[src/rtl/inst_encoder.sv]
// RV32I instruction encoder: packs U/I/S/B/J field bundles into 32-bit words
// through a two-stage valid/ready pipeline with saturating good/error word counters.
module inst_encoder #(
  parameter int CNT_W = 16
) (
  input  logic             clk,
  input  logic             rst,
  input  logic             in_valid,
  output logic             in_ready,
  input  logic [6:0]       opcode,
  input  logic [4:0]       rd,
  input  logic [4:0]       rs1,
  input  logic [4:0]       rs2,
  input  logic [2:0]       funct3,
  input  logic [31:0]      imm,
  output logic             out_valid,
  input  logic             out_ready,
  output logic [31:0]      out_instr,
  output logic             out_err,
  input  logic             clr_cnt,
  output logic [CNT_W-1:0] cnt_ok,
  output logic [CNT_W-1:0] cnt_err
);

  localparam logic [6:0]  OP_LUI    = 7'b0110111;
  localparam logic [6:0]  OP_IMM    = 7'b0010011;
  localparam logic [6:0]  OP_LOAD   = 7'b0000011;
  localparam logic [6:0]  OP_STORE  = 7'b0100011;
  localparam logic [6:0]  OP_BRANCH = 7'b1100011;
  localparam logic [6:0]  OP_JAL    = 7'b1101111;
  localparam logic [31:0] NOP       = 32'h0000_0013;
  localparam logic [CNT_W-1:0] CNT_ONE = {{(CNT_W-1){1'b0}}, 1'b1};

  // Handshake: a transfer happens on a rising edge where valid && ready.
  // A producer holds valid and its payload until that edge; ready may depend
  // combinationally on downstream ready (in_ready follows out_ready).

  logic        s1_valid;
  logic [6:0]  s1_opcode;
  logic [4:0]  s1_rd;
  logic [4:0]  s1_rs1;
  logic [4:0]  s1_rs2;
  logic [2:0]  s1_funct3;
  logic [31:0] s1_imm;

  logic        s2_valid;
  logic [31:0] s2_instr;
  logic        s2_err;

  logic        s1_advance;
  logic        in_fire;
  logic        out_fire;

  logic [31:0] enc_raw;
  logic        enc_err;
  logic [31:0] enc_instr;

  logic        imm_fits_11;
  logic        imm_fits_12;
  logic        imm_fits_20;

  assign s1_advance = s1_valid && (!s2_valid || out_ready);
  assign in_ready   = !rst && (!s1_valid || s1_advance);
  assign in_fire    = in_valid && in_ready;
  assign out_fire   = s2_valid && out_ready;

  assign out_valid  = s2_valid;
  assign out_instr  = s2_instr;
  assign out_err    = s2_err;

  // Immediate range checks: upper bits must be a pure sign extension.
  assign imm_fits_11 = (&s1_imm[31:11]) || !(|s1_imm[31:11]);
  assign imm_fits_12 = (&s1_imm[31:12]) || !(|s1_imm[31:12]);
  assign imm_fits_20 = (&s1_imm[31:20]) || !(|s1_imm[31:20]);

  always_comb begin
    enc_raw = NOP;
    enc_err = 1'b1;
    case (s1_opcode)
      OP_LUI: begin
        enc_raw = {s1_imm[31:12], s1_rd, s1_opcode};
        enc_err = |s1_imm[11:0];
      end
      OP_IMM, OP_LOAD: begin
        enc_raw = {s1_imm[11:0], s1_rs1, s1_funct3, s1_rd, s1_opcode};
        enc_err = !imm_fits_11;
      end
      OP_STORE: begin
        enc_raw = {s1_imm[11:5], s1_rs2, s1_rs1, s1_funct3, s1_imm[4:0], s1_opcode};
        enc_err = !imm_fits_11;
      end
      OP_BRANCH: begin
        enc_raw = {s1_imm[12], s1_imm[10:5], s1_rs2, s1_rs1, s1_funct3,
                   s1_imm[4:1], s1_imm[11], s1_opcode};
        enc_err = s1_imm[0] || !imm_fits_12;
      end
      OP_JAL: begin
        enc_raw = {s1_imm[20], s1_imm[10:1], s1_imm[11], s1_imm[19:12], s1_rd, s1_opcode};
        enc_err = s1_imm[0] || !imm_fits_20;
      end
      default: begin
        enc_raw = NOP;
        enc_err = 1'b1;
      end
    endcase
    enc_instr = enc_err ? NOP : enc_raw;
  end

  always_ff @(posedge clk) begin
    if (rst) begin
      s1_valid  <= 1'b0;
      s1_opcode <= '0;
      s1_rd     <= '0;
      s1_rs1    <= '0;
      s1_rs2    <= '0;
      s1_funct3 <= '0;
      s1_imm    <= '0;
    end else if (in_fire) begin
      s1_valid  <= 1'b1;
      s1_opcode <= opcode;
      s1_rd     <= rd;
      s1_rs1    <= rs1;
      s1_rs2    <= rs2;
      s1_funct3 <= funct3;
      s1_imm    <= imm;
    end else if (s1_advance) begin
      s1_valid  <= 1'b0;
    end
  end

  // S2 only reloads when empty or being consumed, so the word is stable under backpressure.
  always_ff @(posedge clk) begin
    if (rst) begin
      s2_valid <= 1'b0;
      s2_instr <= '0;
      s2_err   <= 1'b0;
    end else if (s1_advance) begin
      s2_valid <= 1'b1;
      s2_instr <= enc_instr;
      s2_err   <= enc_err;
    end else if (out_fire) begin
      s2_valid <= 1'b0;
    end
  end

  always_ff @(posedge clk) begin
    if (rst || clr_cnt) begin
      cnt_ok  <= '0;
      cnt_err <= '0;
    end else if (out_fire) begin
      if (s2_err) begin
        if (cnt_err != '1) cnt_err <= cnt_err + CNT_ONE;
      end else begin
        if (cnt_ok != '1) cnt_ok <= cnt_ok + CNT_ONE;
      end
    end
  end

endmodule

[config.mk]
export PLATFORM = sky130hd
export DESIGN_NAME = inst_encoder
export DESIGN_NICKNAME = d
export VERILOG_FILES = /design/src/rtl/inst_encoder.sv
export SDC_FILE = /design/constraint.sdc
export NUM_CORES = 1
export LEC_CHECK = 0
export ABC_CLOCK_PERIOD_IN_PS = 1700
export BUFFER_PORTS_ARGS = -buffer_cell sky130_fd_sc_hd__buf_2
export CAP_MARGIN = 20
export CORE_AREA = 4 4 117 119
export DETAILED_ROUTE_END_ITERATION = 10
export DIE_AREA = 0 0 121 123
export GPL_TIMING_DRIVEN = 0
export PLACE_DENSITY = 0.74
export RECOVER_POWER = 100
export SETUP_SLACK_MARGIN = 0.15
export SLEW_MARGIN = 40
export SYNTH_ARGS = -nofsm -noshare
export SYNTH_HDL_FRONTEND = slang
export SYNTH_SLANG_ARGS = --single-unit
[constraint.sdc]
create_clock -name clk -period 1.7 [get_ports clk]
set_input_delay 0.085 -clock clk [delete_from_list [all_inputs] [get_ports clk]]
set_output_delay 0.085 -clock clk [all_outputs]
set_load 0.05 [all_outputs]
==> run metrics, run 1 <==
PwrDens=around 920 nW/um^2; Initial Util=40.6%; global-route wire length before repair=between 20,000 and 30,000 um; GRT Resource Usage Total=22.0%; port bufs=about 130; worst slack at placement=-0.382 ns; CP Data Arrival Time=around 2.3 ns; core footprint=12,600 um^2; drt pass-1 iters=5; # IOs=between 100 and 150; CTS sink cnt=between 100 and 150; DP Area=between 6000 and 7000 um^2; critical path fanouts, max=5; ys flop type=dfxtp_1; fin worst setup slack=-0.211 ns; layout cells sized above 1=between 30% and 40%; cell area after layout=7930 um^2; remaining antenna violation count=0; total power=roughly 7.3 mW; H-tree levels=4; filler instances=roughly 1,000; failing checks=setup timing; drt total wl=16,400 um; DR vias/cell=around 5.3; nets=~930; WP data required=between 2 and 2.5 ns; Avg Cell Area, Syn=8.20 um^2; P&R area growth vs syn=55.5%; Final Cycle Share=112%; Synth area leaders=dfxtp_1 49%, nand2_1 11%, nand3_1 6.5%; Post-Syn Area=5100 um^2; yosys synthesis warning count=0; count leader, synth=nand2_1; Crit. End Element=register; most frequent cells after synthesis=154 x nand2_1, 124 x dfxtp_1, 66 x nand3_1, 50 x nor2_1, 24 x clkbuf_1; post-synthesis async set-or-reset flop share=0%; largest net degree at the start of global routing=17; Min Clock Period, post-route=roughly 1.9 ns; Final Core Density=a little over three fifths; relative slew slack=between 50% and 60%; grt total ovfl=0; vias in the first global route=5,273; Ant. Diodes=0; routability cong.=0.904; peak supply drop=between 0.6 and 0.7 mV; CP Class=register to register; final hold viol count=0; Leak=~3.1 nW; final setup fails=43; Worst Hold Slack=about 0.013 ns; Worst Setup Start Kind=register; Post-Synthesis Net Count=a little under 700; Die Ht=approximately 120 um; setup TNS=-5.33 ns; Reg clk slew, reported paths=around 0.050 ns; DIE WIDTH=roughly 120 um; Residual DRC=0; antenna violations before repair=0; hold crit path type=primary input to register; total die area=~15,000 um^2; Longest Clk Path Bufs=2; register bit total from synthesis=~120; vias=5,538; Slew @ Worst Pin=slightly below 0.7 ns; cell taking the most area after synthesis=dfxtp_1; sequential cell area fraction in the yosys report=between 40% and 50%; Yosys top cell area share=48.7%; num rows=41; clk_lat worst skew=0.41 ns; Iter 0 DRT Violations=489; Syn Inst Count=slightly above 600; library cells used by synthesis=51; Pins Over Slew Limit=0; Non-Filler Instances=around 1,100; Routed WL per cell=15.6 um; Root Buffer=clkbuf_16; clock skew=0.00681 ns; total CTS buffers=17; unrepaired setup endpoints after global routing=true; CTS tree=done; Max Clk Rate=around 520 MHz; DP Cell Count=a little over 900; Post-synth EDFFs=0; post-DP HPWL=10,500 um; Max-Cap Viols=0; status=finished with violations
## worst paths after layout
path / slack, ns / cells after the start / end / startpoint
setup / recovery: -0.21 / 7 / out_instr[29] / s1_imm[15]
hold / removal: 0.01 / 4 / out_valid / out_ready
setup reg to reg: -0.21 / 7 / out_instr[29] / s1_imm[15]
hold reg to reg: 0.46 / 2 / out_instr[7] / out_instr[7]
## per-layer routing
metal  GRT usage, %  up-vias  wire (um)
li1               -     2680          -
met1           27.3     2586       6950
met2           36.3      228       7900
met3           5.72       44       1130
met4           9.21        0        459
met5              0        -          0
## kinds of logic after synthesis
kind of cell | synth area share [%]
XOR/XNOR | 4.64
flip-flops | 48.7
AO/OA/AOI/OAI | 11.7
adder cells (fa/ha/maj) | 0.491
buffers and inverters | 3.21
AND/OR/NAND/NOR | 30.9
multiplexers | 0.393
## power breakdown
| part | switching, mW | internal (mW) | leakage, nW | total (mW) |
|---|---|---|---|---|
| combinational | 0.352 | 0.306 | 1.81 | 0.657 |
| sequential | 0.112 | 3.00 | 1.04 | 3.11 |
| clock | 1.24 | 2.27 | 0.293 | 3.51 |
| total | 1.71 | 5.57 | 3.14 | 7.27 |
## final cells by class
| type | count | area [um^2] | area share, % |
|---|---|---|---|
| multi-input cells | 457 | 2810 | 35.4 |
| plain buffers | 33 | 198 | 2.49 |
| flip-flops and latches | 124 | 2600 | 32.8 |
| inverters | 8 | 30.0 | 0.379 |
| clock inverters | 4 | 22.5 | 0.284 |
| clock buffers | 28 | 569 | 7.18 |
| repair buffers | 226 | 1480 | 18.7 |
| well taps | 172 | 215 | 2.71 |
## worst max-delay path: stages (launching register included)
cell      delay [ns]
dfxtp_2         0.32
or4_4           0.54
nor2_4          0.15
nand2_2         0.08
o211ai_4        0.23
nand4_4         0.21
buf_6           0.20
o21ai_2         0.13
## state kept, by name (all words and copies together), names as in the netlist
register	cells
cnt_err	16
cnt_ok	16
out_err	1
out_instr	32
out_valid	1
s1_funct3	3
s1_imm	32
s1_opcode	7
s1_rd	5
s1_rs1	5
s1_rs2	5
s1_valid	1
## cell usage in the layout, fill, tap and decap left out, drive strengths merged, types with 2 or more instances in the layout
cell         instances
nand2              154
dfxtp              124
clkbuf             121
buf                108
nand3               66
dlygate4sd3         58
nor2                51
o21ai               26
nand4               19
xor2                14
a222oi              13
xnor2               13
nor3                12
a21oi               12
a22oi               11
and3                10
inv                  8
nor4                 6
nor2b                5
and2                 5
or3                  5
a32o                 3
o31ai                3
clkinv               3
and4                 3
o2111ai              3
or4                  2
nand3b               2
mux2i                2
a31oi                2
ha                   2
## timing repair
item | in CTS | in global routing
hold buffers | 58 | 0
pin swaps | 44 | 17
gates resized for setup | 77 | 43
buffers inserted | 31 | 8
endpoints found under the setup margin | 54 | 68
gates cloned | 1 | 0
endpoints found under the hold margin | 58 | 0
Note: power is estimated with default switching activity, not from simulation.
==> run 2, diff against run 1 <==
--- a/config.mk
+++ b/config.mk
@@ -5,14 +5,15 @@
 export SDC_FILE = /design/constraint.sdc
 export NUM_CORES = 1
 export LEC_CHECK = 0
+export ABC_AREA = 1
 export ABC_CLOCK_PERIOD_IN_PS = 1700
 export BUFFER_PORTS_ARGS = -buffer_cell sky130_fd_sc_hd__buf_2
 export CAP_MARGIN = 20
-export CORE_AREA = 4 4 117 119
+export CORE_AREA = 4 4 123 125
 export DETAILED_ROUTE_END_ITERATION = 10
-export DIE_AREA = 0 0 121 123
+export DIE_AREA = 0 0 127 129
 export GPL_TIMING_DRIVEN = 0
-export PLACE_DENSITY = 0.74
+export PLACE_DENSITY = 0.73
 export RECOVER_POWER = 100
 export SETUP_SLACK_MARGIN = 0.15
 export SLEW_MARGIN = 40
==> run metrics, run 2 <==
commonest cells after routing, fill and taps aside=196 x nand2_1, 82 x clkbuf_1, 74 x inv_1, 73 x dfxtp_1, 64 x buf_2 (was 152 x nand2_1, 76 x clkbuf_1, 74 x dfxtp_1, 66 x nand3_1, 61 x buf_2); most frequent cells after synthesis=216 x nand2_1, 124 x dfxtp_1, 79 x inv_1, 68 x nor2_1, 65 x o21ai_0 (was 154 x nand2_1, 124 x dfxtp_1, 66 x nand3_1, 50 x nor2_1, 24 x clkbuf_1); Iter 0 DRT Violations=793 (was 489); final hold viol count=0 (unchanged); Register Area=2580 um^2 (was 2600 um^2); Post-Syn Area=5640 um^2 (was 5100 um^2); Synth area leaders=dfxtp_1 44%, nand2_1 14%, o21ai_0 5.8% (was dfxtp_1 49%, nand2_1 11%, nand3_1 6.5%); final setup fails=9 (was 43); routability cong.=0.957 (was 0.904); most common cell after layout, fill and taps aside=nand2_1 (unchanged); Min Clock Period, post-route=1.73 ns (was 1.91 ns); Reg clk slew, reported paths=0.06 ns (was 0.05 ns); Synth Area in Compound Gates=17.5% (was 11.7%); layout cells sized above 1=30.6% (about the same); vias=6,625 (was 5,538); Post-synth EDFFs=0 (unchanged); # IOs=129 (unchanged); total CTS buffers=17 (unchanged); cell taking the most area after synthesis=dfxtp_1 (unchanged); clock skew=0.00827 ns (was 0.00681 ns); multi-input logic area=3060 um^2 (was 2810 um^2); relative slew slack=53.4% (was 54.3%); drt pass-1 iters=6 (was 5); Syn Inst Count=801 (was 622); WP data required=2.07 ns (was 2.04 ns); Worst Setup Start Kind=register (unchanged); setup TNS=-0.130 ns (was -5.33 ns); Crit. End Element=register (unchanged); status=finished with violations (unchanged); ys flop type=dfxtp_1 (unchanged); post-DP HPWL=12,500 um (was 10,500 um); Residual DRC=0 (unchanged); PwrDens=870 nW/um^2 (was 917 nW/um^2); Longest Clk Path Bufs=2 (unchanged); Leak=3.32 nW (was 3.14 nW); grt total ovfl=0 (unchanged); peak supply drop=0.667 mV (was 0.616 mV); Initial Util=40.6% (about the same); main combinational cell family by area after synthesis=simple AND/OR/NAND/NOR gates (unchanged); Die Ht=129 um (was 123 um); DR vias/cell=5.30 (was 5.26); remaining antenna violation count=0 (unchanged); Max Clk Rate=578 MHz (was 523 MHz); clk_lat worst skew=0.42 ns (was 0.41 ns); Ant. Diodes=0 (unchanged); core footprint=13,900 um^2 (was 12,600 um^2); P&R area growth vs syn=52.7% (was 55.5%); largest net degree at the start of global routing=17 (unchanged); yosys synthesis warning count=0 (unchanged); filler instances=1,189 (was 1,036); CP Data Arrival Time=2.10 ns (was 2.25 ns); XOR/XNOR Fraction of Synth Area=0% (was 4.64%); nets=1,120 (was 931); Post-Synthesis Net Count=865 (was 686); Root Buffer=clkbuf_16 (unchanged); Hold Path Stages=4 (unchanged); H-tree levels=4 (unchanged); unrepaired setup endpoints after global routing=true (unchanged); GRT Resource Usage Total=22.8% (was 22.0%); post-synthesis simple-gate area fraction=29.2% (was 30.9%); reg2reg path depth=14 (was 7); Yosys top cell area share=44.0% (was 48.7%); num rows=43 (was 41); CP Class=register to register (unchanged); DIE WIDTH=127 um (was 121 um); CTS sink cnt=124 (unchanged); Max-Cap Viols=0 (unchanged); failing checks=setup timing (unchanged); hold crit path type=primary input to register (unchanged); port bufs=128 (unchanged); CTS tree=done (unchanged); Synth Area in Adders=0.444% (was 0.491%); Final Core Density=62.0% (was 63.1%); antenna violations before repair=0 (unchanged); global-route wire length before repair=29,900 um (was 25,800 um); total die area=16,400 um^2 (was 14,900 um^2); vias in the first global route=6,092 (was 5,273); sequential cell area fraction in the yosys report=44.0% (was 48.7%); Pins Over Slew Limit=0 (unchanged); fin worst setup slack=-0.0302 ns (was -0.211 ns); register bit total from synthesis=124 (unchanged); Slew @ Worst Pin=0.703 ns (was 0.689 ns); critical path fanouts, max=6 (was 5); Final Cycle Share=102% (was 112%); Routed WL per cell=16.2 um (was 15.6 um); library cells used by synthesis=38 (was 51); post-synthesis async set-or-reset flop share=0% (unchanged); post-synthesis mux area share=0% (was 0.393%); drt total wl=20,200 um (was 16,400 um); Avg Cell Area, Syn=7.04 um^2 (was 8.20 um^2); count leader, synth=nand2_1 (unchanged)
[run 2: kinds of logic after synthesis]
group | count (synthesis)
buffers and inverters | 123
AOI/OAI and AO/OA | 169
adders and majority gates | 2
and+or+nand+nor | 383
DFF | 124
[run 2: path summary, 6_finish.rpt]
kind                start  slack (ns)      endpoint
max reg2reg  s1_opcode[4]       -0.03  out_instr[5]
min                   rst        0.26     s1_rs1[4]
max          s1_opcode[4]       -0.03  out_instr[5]
min reg2reg   cnt_err[15]        0.46   cnt_err[15]
[run 2: final cells by class]
cell class                      count  area share [%]
Multi-Input combinational cell    555            35.6
Sequential cell                   124            29.9
Timing Repair Buffer              235            18.6
Clock buffer                       18            5.10
Inverter                           89            4.16
Tap cell                          180            2.62
Buffer                             34            2.33
Clock inverter                     14            1.69
[run 2: metal layers]
layer / part of all wire [%] / GRT usage, % / vias up
met4: 3.4 / 8.90 / 0
met1: 39 / 27.9 / 3048
met3: 8.9 / 5.52 / 68
met2: 48 / 38.9 / 359
met5: 0 / 0 / -
li1: - / - / 3150
[run 2: worst max-delay path: stages (launching register included)]
cell	delay (ns)
dfxtp_2	0.34
inv_4	0.09
nand2_4	0.06
nor2_4	0.16
nand2_4	0.12
nand2_2	0.08
nand2_1	0.06
nand2_1	0.11
nand2_2	0.08
nand2_4	0.10
buf_6	0.12
nand3b_1	0.13
nand3_2	0.12
nand2_1	0.05
inv_1	0.06
[run 2: per-stage QoR]
| stage | power, mW | area, um^2 | hold WS, ns | setup slack (ns) | instances |
|---|---|---|---|---|---|
| floorplan | 3.48 | 5720 | 0.198 | 0.152 | 801 |
| global placement | 3.68 | 6590 | 0.284 | -0.136 | 1109 |
| detailed placement | 3.69 | 6590 | 0.287 | -0.126 | 1109 |
| CTS | 7.42 | 8260 | 0.0882 | 0.0823 | 1232 |
| global route | 7.74 | 8610 | 0.285 | -0.129 | 1249 |
| finish | 7.49 | 8610 | 0.262 | -0.0302 | 1249 |
[run 2: report_power, final]
part	switching (mW)	internal, mW
logic	0.449	0.336
clock network	1.39	2.19
registers	0.108	3.01
total	1.94	5.54
[run 2: repair_timing]
| action | 4_1_cts | 5_1_grt |
|---|---|---|
| hold buffers | 59 | 0 |
| cloned | 2 | 4 |
| gates resized for setup | 66 | 112 |
| pin swaps | 26 | 35 |
| setup endpoints to repair | 105 | 119 |
| hold endpoints to repair | 59 | 0 |
| setup buffers | 30 | 13 |
